### config.mk
export PLATFORM = sky130hd
export DESIGN_NAME = lidar_frame_packer
export DESIGN_NICKNAME = d
export VERILOG_FILES = /design/src/rtl/lidar_frame_packer.sv
export SDC_FILE = /design/constraint.sdc
export NUM_CORES = 1
export LEC_CHECK = 0
export ABC_AREA = 1
export BUFFER_PORTS_ARGS = -buffer_cell sky130_fd_sc_hd__buf_4
export CAP_MARGIN = 10
export CORE_UTILIZATION = 60
export CTS_BUF_LIST = sky130_fd_sc_hd__clkbuf_16
export CTS_CLUSTER_DIAMETER = 60
export DETAILED_ROUTE_END_ITERATION = 6
export GPL_TIMING_DRIVEN = 0
export HOLD_SLACK_MARGIN = 0.15
export PLACE_DENSITY = 0.84
export REMOVE_ABC_BUFFERS = 1
export SYNTH_ARGS = -nofsm -noshare
export SYNTH_HDL_FRONTEND = slang
export SYNTH_SLANG_ARGS = --single-unit
### constraint.sdc
create_clock -name clk -period 2.7 [get_ports clk]
set_input_delay 0.27 -clock clk [delete_from_list [all_inputs] [get_ports clk]]
set_output_delay 0.27 -clock clk [all_outputs]
set_load 0.1 [all_outputs]
### src/rtl/lidar_frame_packer.sv
// lidar_frame_packer
//   Packs one lidar measurement (16-bit distance + 16-bit amplitude) into an
//   8-byte frame {HDR0, HDR1, seq, dist_hi, dist_lo, amp_hi, amp_lo, csum}.
//   The frame goes out one byte at a time to a UART transmitter. Each byte is
//   paced by the transmitter's end-of-byte ready pulse. A per-byte watchdog
//   aborts the frame if that pulse never arrives.
//
// Ports
//   clk, rst_n        system clock, asynchronous active-low reset
//   meas_valid/ready  measurement handshake (ready only while idle)
//   meas_dist/amp     measurement words, sampled only at acceptance
//   tx_data           byte to transmitter, held stable until acknowledged
//   tx_data_valid     one-cycle start strobe per byte
//   tx_data_ready     one-cycle pulse from transmitter after the stop bit
//   frame_busy        high while a frame is being sent
//   frame_done        one-cycle pulse, last byte acknowledged
//   frame_err         one-cycle pulse, frame aborted by the watchdog
module lidar_frame_packer #(
    parameter logic [7:0] HDR0        = 8'hAA,
    parameter logic [7:0] HDR1        = 8'h55,
    parameter int         TIMEOUT_CYC = 2000
) (
    input  logic        clk,
    input  logic        rst_n,
    input  logic        meas_valid,
    input  logic [15:0] meas_dist,
    input  logic [15:0] meas_amp,
    output logic        meas_ready,
    output logic [7:0]  tx_data,
    output logic        tx_data_valid,
    input  logic        tx_data_ready,
    output logic        frame_busy,
    output logic        frame_done,
    output logic        frame_err
);

    typedef enum logic [2:0] {
        S_IDLE,
        S_SEND,
        S_WAIT,
        S_DONE,
        S_ABORT
    } state_t;

    localparam logic [15:0] TO_LAST = 16'(TIMEOUT_CYC - 1);

    state_t      r_state, w_next;
    logic        r_meas_ready;
    logic [7:0]  r_tx_data;
    logic [2:0]  r_idx;
    logic [15:0] r_cnt;
    logic [7:0]  r_seq;      // sequence number for the next accepted frame
    logic [7:0]  r_seq_f;    // sequence number of the frame in flight
    logic [7:0]  r_csum;
    logic [15:0] r_dist;
    logic [15:0] r_amp;

    logic        w_accept;
    logic [2:0]  w_idx_nxt;
    logic [7:0]  w_next_byte;
    logic [7:0]  w_csum;

    // Checksum over seq and payload; 8-bit sum drops the carries.
    assign w_csum    = r_seq + meas_dist[15:8] + meas_dist[7:0]
                             + meas_amp[15:8]  + meas_amp[7:0];
    assign w_idx_nxt = r_idx + 3'd1;

    always_comb begin
        w_next_byte = HDR0;
        case (w_idx_nxt)
            3'd1:    w_next_byte = HDR1;
            3'd2:    w_next_byte = r_seq_f;
            3'd3:    w_next_byte = r_dist[15:8];
            3'd4:    w_next_byte = r_dist[7:0];
            3'd5:    w_next_byte = r_amp[15:8];
            3'd6:    w_next_byte = r_amp[7:0];
            3'd7:    w_next_byte = r_csum;
            default: w_next_byte = HDR0;
        endcase
    end

    // Next-state logic
    always_comb begin
        w_next   = r_state;
        w_accept = 1'b0;
        case (r_state)
            S_IDLE: begin
                if (meas_valid && r_meas_ready) begin
                    w_accept = 1'b1;
                    w_next   = S_SEND;
                end
            end
            S_SEND:  w_next = S_WAIT;
            S_WAIT: begin
                // A ready pulse arriving in the timeout cycle still counts.
                if (tx_data_ready)
                    w_next = (r_idx == 3'd7) ? S_DONE : S_SEND;
                else if (r_cnt == TO_LAST)
                    w_next = S_ABORT;
            end
            S_DONE:  w_next = S_IDLE;
            S_ABORT: w_next = S_IDLE;
            default: w_next = S_IDLE;
        endcase
    end

    always_ff @(posedge clk or negedge rst_n) begin
        if (!rst_n) r_state <= S_IDLE;
        else        r_state <= w_next;
    end

    // Datapath. tx_data is registered so it reads 0 out of reset and stays
    // put from the strobe through the whole wait for the ready pulse.
    always_ff @(posedge clk or negedge rst_n) begin
        if (!rst_n) begin
            r_meas_ready <= 1'b0;
            r_tx_data    <= 8'h00;
            r_idx        <= 3'd0;
            r_cnt        <= 16'd0;
            r_seq        <= 8'd0;
            r_seq_f      <= 8'd0;
            r_csum       <= 8'd0;
            r_dist       <= 16'd0;
            r_amp        <= 16'd0;
        end else begin
            r_meas_ready <= (w_next == S_IDLE);
            case (r_state)
                S_IDLE: begin
                    if (w_accept) begin
                        r_dist    <= meas_dist;
                        r_amp     <= meas_amp;
                        r_seq_f   <= r_seq;
                        r_csum    <= w_csum;
                        r_seq     <= r_seq + 8'd1;
                        r_idx     <= 3'd0;
                        r_tx_data <= HDR0;
                    end
                end
                S_SEND: r_cnt <= 16'd0;
                S_WAIT: begin
                    if (tx_data_ready) begin
                        if (r_idx != 3'd7) begin
                            r_idx     <= w_idx_nxt;
                            r_tx_data <= w_next_byte;
                        end
                    end else begin
                        r_cnt <= r_cnt + 16'd1;
                    end
                end
                S_ABORT: r_idx <= 3'd0;
                default: ;
            endcase
        end
    end

    assign meas_ready    = r_meas_ready;
    assign tx_data       = r_tx_data;
    assign tx_data_valid = (r_state == S_SEND);
    assign frame_busy    = (r_state == S_SEND) || (r_state == S_WAIT);
    assign frame_done    = (r_state == S_DONE);
    assign frame_err     = (r_state == S_ABORT);

endmodule

# Yosys cells after proc, flatten, opt, wreduce, memory -nomap -nowiden
# Cells that the tools add are included.
[op_classes]
n_addsub = 7
n_eq_ne = 18
muxes = 18
n_reduce_logical = 11
[op_table]
columns = ["op", "n"]
rows = [
  ["$pmux W8 S7", 1],
  ["$add A8 B8 Y8", 4],
  ["$pmux W16 S2", 1],
  ["$mux W8", 3],
  ["$eq A3 B3 Y1 const B", 6],
  ["$mux W3", 6],
  ["$pmux W3 S3", 2],
  ["$add A16 B1 Y16 const B", 1],
  ["$eq A16 B11 Y1 const B", 1],
  ["$mux W16", 1],
  ["$pmux W8 S2", 1],
  ["$eq A3 B2 Y1 const B", 4],
  ["$add A8 B1 Y8 const B", 1],
  ["$ne A2 B2 Y1 const B", 4],
  ["$reduce_and A4 Y1", 2],
  ["$eq A3 B1 Y1 const B", 2],
  ["$logic_not A3 Y1", 2],
  ["$reduce_and A2 Y1", 2],
  ["$reduce_bool A2 Y1", 2],
  ["$add A3 B1 Y3 const B", 1],
  ["$ne A3 B3 Y1 const B", 1],
  ["$reduce_bool A3 Y1", 1],
  ["$mux W1", 2],
  ["$mux W2", 1],
  ["2 further kinds", 2],
]
[word_totals]
regBits = 87
in_bits = 36
out_inout_bits = 13
wordCells = 64

# Logic depth before layout (Yosys ltp)
# Gate-level depths: netlist of run 1.
[depth]
word_depth = 6
depth_mapped = 16

# Worst setup path after synthesis of run 1
# No wires, ideal clock.
[synth_timing]
path_kind = "input-to-reg"
from = "input port meas_dist[4]"
to = "register r_csum[7]"
arrival_time_ps = 2904
path_slack_ps = -322
stages = 14
n_path_buf = 0
cell_sequence = "inv_1 > fa_1 > inv_1 > fa_1 > inv_1 > fa_1 > inv_1 > ha_1 > a21oi_1 > or2_2 > nand3_1 > nand3_1 > nand3_1 > nand2_1"
[synth_between]
elab_chain_len = 3
[synth_rtl]
columns = ["item", "line_no", "rtl"]
rows = [
  ["start: declaration", "26", "input logic [15:0] meas_dist,"],
  ["$add A8 B8 Y8", "64", "assign w_csum = r_seq + meas_dist[15:8] + meas_dist[7:0]"],
  ["$add A8 B8 Y8 (2 in a row)", "65", "+ meas_amp[15:8] + meas_amp[7:0];"],
  ["end signal: assignment", "133", "r_csum <= w_csum;"],
  ["end: declaration", "54", "logic [7:0] r_csum;"],
]
# Every way passes these cells.
# A chain may end at the register's enable or synchronous reset.

# Worst setup path after layout of run 1
[layout_timing]
from = "input port meas_amp[5]"
to = "register r_csum[6]"
[layout_between]
elab_chain_len = 1
[layout_rtl]
columns = ["item", "line_no", "rtl"]
rows = [
  ["start: declaration", "27", "input logic [15:0] meas_amp,"],
  ["$add A8 B8 Y8", "65", ""],
]
# Every way passes these cells.

==> results of run 1 <==
flip-flops by register name, indices dropped and copies added (netlist names):
| signal | flops |
|---|---|
| r_idx | 3 |
| r_dist | 16 |
| r_csum | 8 |
| r_state | 3 |
| r_cnt | 16 |
| r_amp | 16 |
| meas_ready | 1 |
| r_seq | 8 |
| r_seq_f | 8 |
| tx_data | 8 |
per-layer routing:
layer	vias to the layer above	share of wire, %
met5	-	0
met4	0	3.2
met3	44	5.4
met2	150	50
met1	2292	41
li1	2203	-
timing repair:
action                     CTS  global route
hold endpoints to repair     1             0
gates resized for setup     37            13
pin swaps                   28             7
setup endpoints to repair    7             5
hold buffers                 1             0
buffers inserted             6             1
power by group:
part / leakage [nW] / internal (mW) / switching [mW]
registers: 1.11 / 1.81 / 0.353
logic: 1.83 / 1.37 / 2.58
clock network: 0.155 / 0.804 / 0.519
total: 3.10 / 3.98 / 3.45
synth_stat cells, types with 2 or more instances:
cell,n
nand2_1,208
inv_1,101
dfrtp_1,87
o21ai_0,58
nor2_1,34
nand3_1,31
nand4_1,25
fa_1,20
ha_1,16
a21oi_1,14
nor3_1,14
clkbuf_1,8
inv_2,6
xor2_1,6
buf_2,4
o211ai_1,4
nand2_2,3
o21ai_1,3
or2_2,3
buf_1,2
xnor2_1,2
logic make-up after synthesis:
| family | Yosys count | share of synthesized area [%] |
|---|---|---|
| AO/OA/AOI/OAI | 85 | 8.876 |
| flip-flops | 87 | 41.97 |
| buffers and inverters | 124 | 9.165 |
| adder cells (fa/ha/maj) | 36 | 11.58 |
| AND/OR/NAND/NOR | 326 | 27.06 |
| XOR/XNOR | 8 | 1.351 |
area by class of cell:
cell class / count / area share (%)
multi-input combinational: 455 / 43.46
sequential: 87 / 35.50
timing repair buffer: 56 / 7.080
inverter: 108 / 6.733
clock buffer: 9 / 3.673
tap: 105 / 2.142
clock inverter: 7 / 1.408
worst paths after layout:
kind                                 startpoint                     end  cells after the start
setup reg to reg           r_state[2]$_DFF_PN0_    r_seq[5]$_DFFE_PN0P_                     10
setup / recovery                    meas_amp[5]   r_csum[6]$_DFFE_PN0P_                     15
max in group asynchronous                 rst_n   r_dist[0]$_DFFE_PN0P_                      1
min in group clk                  meas_dist[15]  r_dist[15]$_DFFE_PN0P_                      3
hold / removal                            rst_n    r_cnt[8]$_DFFE_PN0P_                      1
hold reg to reg            r_seq[5]$_DFFE_PN0P_    r_seq[5]$_DFFE_PN0P_                      2
==> results.md, run 1 <==
- Root buffer cell: clkbuf_16
- Die Span Y: roughly 95 microns
- Post-DRT Antenna Nets: 0
- Global-route wire length before repair: ~21000 microns
- Top cells by area, synth: dfrtp_1 (42%), nand2_1 (15%), fa_1 (7.7%), inv_1 (7.3%), o21ai_0 (5.6%)
- Area Overhead vs Synth: 18.21%
- Starting Density: 62.51%
- Commonest non-fill, non-tap cell in the layout: nand2_1
- Minimum clock period after layout: 2931 ps
- RSZ-0062 raised after global routing: yes
- Mapped Area: between 5000 and 6000 sq um
- Fmax: approximately 340 MHz
- CP dominant cell by count: inv_2
- Die area: approximately 9000 sq um
- Crit-path slowest cell: fa_1
- Asr flop ratio synth: 100.0%
- Non-Filler Instances: roughly 830
- WHS: 105.6 ps
- Core Area: around 8300 sq um
- GPL Wtd Cong: between 0.8 and 0.9
- Worst-case clock skew: roughly 5.7 ps
- Layout cells sized above 1: ~17%
- Gr busiest metal: met2
- Kind of critical path: input port to register
- Grt met2 use: roughly 54%
- Avg Synthesized Cell Area: around 7.8 sq um
- Fin area: slightly above 6000 sq um
- Pwr Density: roughly 1200 nW/um^2
- Critical path buffers and inverters: 6
- GRT Util Overall: 31.49%
- Crit share post-route: 108.6%
- Chip width: between 90 and 100 microns
- First-pass detailed-route iteration total: 5
- Cells after Synth: ~670
- Top FF cell, synth: dfrtp_1
- Row cnt: 33
- TNS Setup: -373.2 ps
- Met3 Resource Use GR: 4.509%
- HPWL Detailed: approximately 8700 microns
- Layout net count: 789
- Final Worst Setup Slack: -231.0 ps
- Static leakage: approximately 3.1 nW
- Num CTS Buffers: 9
- Outcome: finished, violations left
- CTS Buffer Depth: 2
- GR met1 Demand/Resource: 39.62%
- Violated checks: negative setup slack
- Clk pin slew, worst setup/hold paths: 60 ps
- Library cells used by synthesis: 38
- Post-synth top area share: between 40% and 50%
- Sequence of cells on the critical path: buf_4 > inv_2 > fa_1 > inv_2 > fa_1 > inv_2 > fa_1 > inv_2 > ha_4 > buf_4 > a21oi_1 > nand3_1 > nand2_2 > nand3_2 > o21ai_1
- Dpl cell area: about 5600 sq um
- DRT iter0 DRCs: 340
- Min-delay worst type: input port to asynchronous set/reset pin
- Pre-CTS setup slack: -650.9 ps
- Sequential fraction of the synthesis area: roughly two fifths
- Critical Path RT: between 2000 and 3000 ps
- FF+latch count, synth: 87
- Number of global-route vias before repair: about 4500
- Flop2flop setup slack: 330 ps
- Final Max Tran Viols: 0
- IO buf count: between 40 and 50
- Max VDD drop: ~0.76 mV
- Synth warnings: 0
- Number of vias per cell: around 5.7
- Max Cap Viol: 0
- Worst EP arrival: 3190 ps
- Htree depth: 3
- Most frequent cells in the layout: nand2_1 (204), dfrtp_1 (87), inv_1 (84), o21ai_0 (55), buf_4 (52)
- CTS tree: done
- Sequential cell area: 2177 sq um
- Skew-Pair Late Insertion Delay: ~340 ps
- DRC viols: 0
- Fill cells: 557
- Drt total wl: 13160 microns
- Crit path launch type: input port
- Total gr overflow: 0
- Multi-input gate area: roughly 2700 sq um
- Total number of vias: around 4700
- Final hold vios: 0
- Final Util: ~74%
- Endpoint class of the critical path: register
- Final setup viols: 4
- Total power: 7.432 mW
- Initial antenna violation count: 0
- Largest fanout on the critical path: 3
- Placed instance count: roughly 800
- Slew margin rel.: roughly 28%
- Largest net degree at the start of global routing: between 80 and 90
- CTS sink count: 87
- Max incr delay on CP: 570 ps
- Ant diodes: 0
- Drt wl/cell: roughly 16 microns
- IO Count: between 40 and 50
- Measured slew at the worst slew-check pin: 1085 ps
- EDFF count, synth: 0
- CP top delay family: adder cells
- Largest area contributor in the netlist: dfrtp_1
(Power assumes the default switching activity.)
==> inputs of run 2 (changes only) <==
--- a/config.mk
+++ b/config.mk
@@ -8,6 +8,7 @@
 export ABC_AREA = 1
 export BUFFER_PORTS_ARGS = -buffer_cell sky130_fd_sc_hd__buf_4
 export CAP_MARGIN = 10
+export CORE_ASPECT_RATIO = 1.4
 export CORE_UTILIZATION = 60
 export CTS_BUF_LIST = sky130_fd_sc_hd__clkbuf_16
 export CTS_CLUSTER_DIAMETER = 60
@@ -15,7 +16,6 @@
 export GPL_TIMING_DRIVEN = 0
 export HOLD_SLACK_MARGIN = 0.15
 export PLACE_DENSITY = 0.84
-export REMOVE_ABC_BUFFERS = 1
 export SYNTH_ARGS = -nofsm -noshare
 export SYNTH_HDL_FRONTEND = slang
 export SYNTH_SLANG_ARGS = --single-unit
==> run 2 against run 1 <==
Effect of this change: clock-buffer cell count is the same; the run still ends with negative setup slack left; first-iteration DRC count fell by 2.4%; clock skew fell by 0.91 ps; wire length increased by 5.2%; final cell count grew 1.7%; final area is 2.2% higher; die area barely moved; critical path depth unchanged.
==> results.md, run 2 (synthesis gave the netlist of run 1 again) <==
- Multi-input gate area: 2661 sq um (-0.14%)
- Violated checks: negative setup slack
- Outcome: finished, violations left
- Htree depth: 3 (unchanged)
- Largest net degree at the start of global routing: 88 (unchanged)
- Slew margin rel.: 27.53% (-0.11 points)
- Min-delay worst type: input port to asynchronous set/reset pin
- Sequence of cells on the critical path: buf_8 > inv_4 > fa_1 > inv_2 > fa_1 > inv_2 > fa_1 > inv_2 > fa_2 > nand4_1 > nand3_4 > inv_2 > nand2_2 > nand3_2 > nand2_1
- Layout net count: 806 (+2.2%)
- Max VDD drop: 1.118 mV (+47%)
- Minimum clock period after layout: 2789 ps (-141.6 ps)
- Area Overhead vs Synth: 20.79%
- Crit path launch type: input port
- Root buffer cell: clkbuf_16
- Static leakage: 3.154 nW (+1.7%)
- P_sw: 3.438 mW (-0.44%)
- Die Span Y: 112.0 microns (+18%)
- Fmax: 358.5 MHz (+5.1%)
- Pre-CTS setup slack: -453.3 ps (+197.6 ps)
- CP top delay family: adder cells
- Total gr overflow: 0 (unchanged)
- Endpoint class of the critical path: register
- Row cnt: 39 (+18%)
- CTS sink count: 87 (unchanged)
- Chip width: 80.59 microns (-15%)
- Skew-Pair Late Insertion Delay: 340 ps (about the same)
- Flop2flop setup slack: 360 ps (+30 ps)
- Final Worst Setup Slack: -89.47 ps (+141.6 ps)
- Dpl cell area: 5757 sq um (+2.6%)
- Commonest non-fill, non-tap cell in the layout: nand2_1
- Critical Path RT: 2930 ps (-30 ps)
- Int Power: 4.129 mW (+3.8%)
- Clock Power Share: 19.9% (+2.1 points)
- CTS Buffer Depth: 2 (unchanged)
- Most frequent cells in the layout: nand2_1 (205), dfrtp_1 (87), inv_1 (79), o21ai_0 (55), buf_4 (51)
- Worst r2r path cells: 10 (unchanged)
- Critical path buffers and inverters: 6 (unchanged)
- WP depth: 15 (unchanged)
- Number of global-route vias before repair: 4878 (+7.5%)
- Measured slew at the worst slew-check pin: 1087 ps (+1.686 ps)
- Largest fanout on the critical path: 3 (unchanged)
- Initial antenna violation count: 0 (unchanged)
- Max Cap Viol: 0 (unchanged)
- Worst EP arrival: 3020 ps (-170 ps)
- DRT iter0 DRCs: 332 (-2.4%)
- RSZ-0062 raised after global routing: yes
- Layout cells sized above 1: 18.00% (+0.96 points)
- DRC viols: 0 (unchanged)
- Reg power frac: 28.5% (-0.6 points)
- Fill cells: 598 (+7.4%)
- Die area: 9027 sq um (about the same)
- Drt total wl: 13850 microns (+5.2%)
- Drt wl/cell: 16.46 microns (+3.4%)
- IO buf count: 48 (unchanged)
- HPWL Detailed: 10240 microns (+17%)
- Number of vias per cell: 5.620 (-0.89%)
- Worst-case clock skew: 4.790 ps (-0.9138 ps)
- Num CTS Buffers: 9 (unchanged)
- Core Area: 8295 sq um (about the same)
- Final Max Tran Viols: 0 (unchanged)
- GRT Util Overall: 33.96% (+2.5 points)
- Worst Setup SP: meas_dist[2]
- R2r startpoint: r_idx[0]$_DFFE_PN0P_
- Total number of vias: 4726 (+0.79%)
- Kind of critical path: input port to register
- TNS Setup: -113.3 ps (+259.9 ps)
- R2R Path End: tx_data[1]$_DFFE_PN0P_
- Crit-path slowest cell: fa_1
- IO Count: 49 (unchanged)
- Final setup viols: 3 (-1)
- GPL Wtd Cong: 0.9139 (+7.3%)
- CTS tree: done
- Max incr delay on CP: 560 ps (about the same)
- Fin area: 6266 sq um (+2.2%)
- Sequential cell area: 2177 sq um (unchanged)
- Post-DRT Antenna Nets: 0 (unchanged)
- Net Count, Synth: approximately 740
- Crit share post-route: 103.3% (-5.2 points)
- Pwr Density: 1208 nW/um^2 (-0.35%)
- Ant diodes: 0 (unchanged)
- Final hold vios: 0 (unchanged)
- Comb pwr share: 51.6% (-1.5 points)
- Largest registers: r_amp: 16 flops, r_cnt: 16 flops, r_dist: 16 flops
- Global-route wire length before repair: 23010 microns (+7.3%)
- Net Sw Frac: 45.43% (-1.0 points)
- First-pass detailed-route iteration total: 6 (+1)
- CP dominant cell by count: inv_2
- Starting Density: 62.53% (about the same)
- Clk pin slew, worst setup/hold paths: 60 ps (about the same)
run 2: how the worst max path moves through the flow:
stage | endpoint | slack (ps)
after global placement | r_csum[7]$_DFFE_PN0P_ | -430
after floorplan | r_csum[7]$_DFFE_PN0P_ | -140
after detailed placement | r_csum[5]$_DFFE_PN0P_ | -450
final | r_csum[7]$_DFFE_PN0P_ | -90
after global routing | r_csum[7]$_DFFE_PN0P_ | -180
after CTS | r_csum[7]$_DFFE_PN0P_ | -80
run 2: through the flow:
step | power (mW) | hold WS, ps | instances | util (%)
finish | 7.567 | 114.4 | 841 | 75.54
floorplan | 4.781 | -25.59 | 666 | -
global placement | 5.595 | 454.2 | 816 | 69.40
detailed placement | 5.725 | 459.9 | 816 | 69.40
global route | 8.055 | 173.3 | 841 | 75.54
CTS | 7.477 | 154.7 | 841 | 75.26
run 2: worst reg2reg max path: cells and delay by family (launching register included):
kind	cells	cell delay, ps
AO/OA/AOI/OAI	1	80
adder cells (fa/ha/maj)	2	520
flip-flops	1	450
buffers and inverters	2	500
AND/OR/NAND/NOR	5	700
run 2: repair_timing:
item	in CTS	in global routing
hold buffers	4	0
setup endpoints to repair	4	5
pin swaps	24	10
gates resized for setup	24	10
setup buffers	5	0
gates cloned	0	0
endpoints found under the hold margin	4	0
run 2: power by group through the flow:
stage	Sequential (mW)	Clock [mW]	Combinational, mW
2_1_floorplan	2.46	0	2.32
4_1_cts	2.14	1.51	3.83
6_report	2.16	1.51	3.90
3_3_place_gp	2.14	0	3.46
5_1_grt	2.20	1.56	4.29
3_5_place_dp	2.16	0	3.57
run 2: cell type report:
cell class,count,area share [%]
Clock buffer,9,3.594
Sequential cell,87,34.74
Inverter,108,6.629
Tap cell,102,2.037
Multi-Input combinational cell,455,42.47
Buffer,16,1.118
Clock inverter,7,2.177
Timing Repair Buffer,57,7.228
run 2: per-layer routing:
layer / global-route usage (%) / vias to the layer above / wire [microns] / part of all wire, %
met5: 0 / - / 0 / 0
met4: 17.98 / 0 / 570 / 4.1
met3: 5.528 / 54 / 670 / 4.8
met2: 61.41 / 173 / 7639 / 55
met1: 37.04 / 2255 / 4966 / 36
li1: - / 2244 / - / -
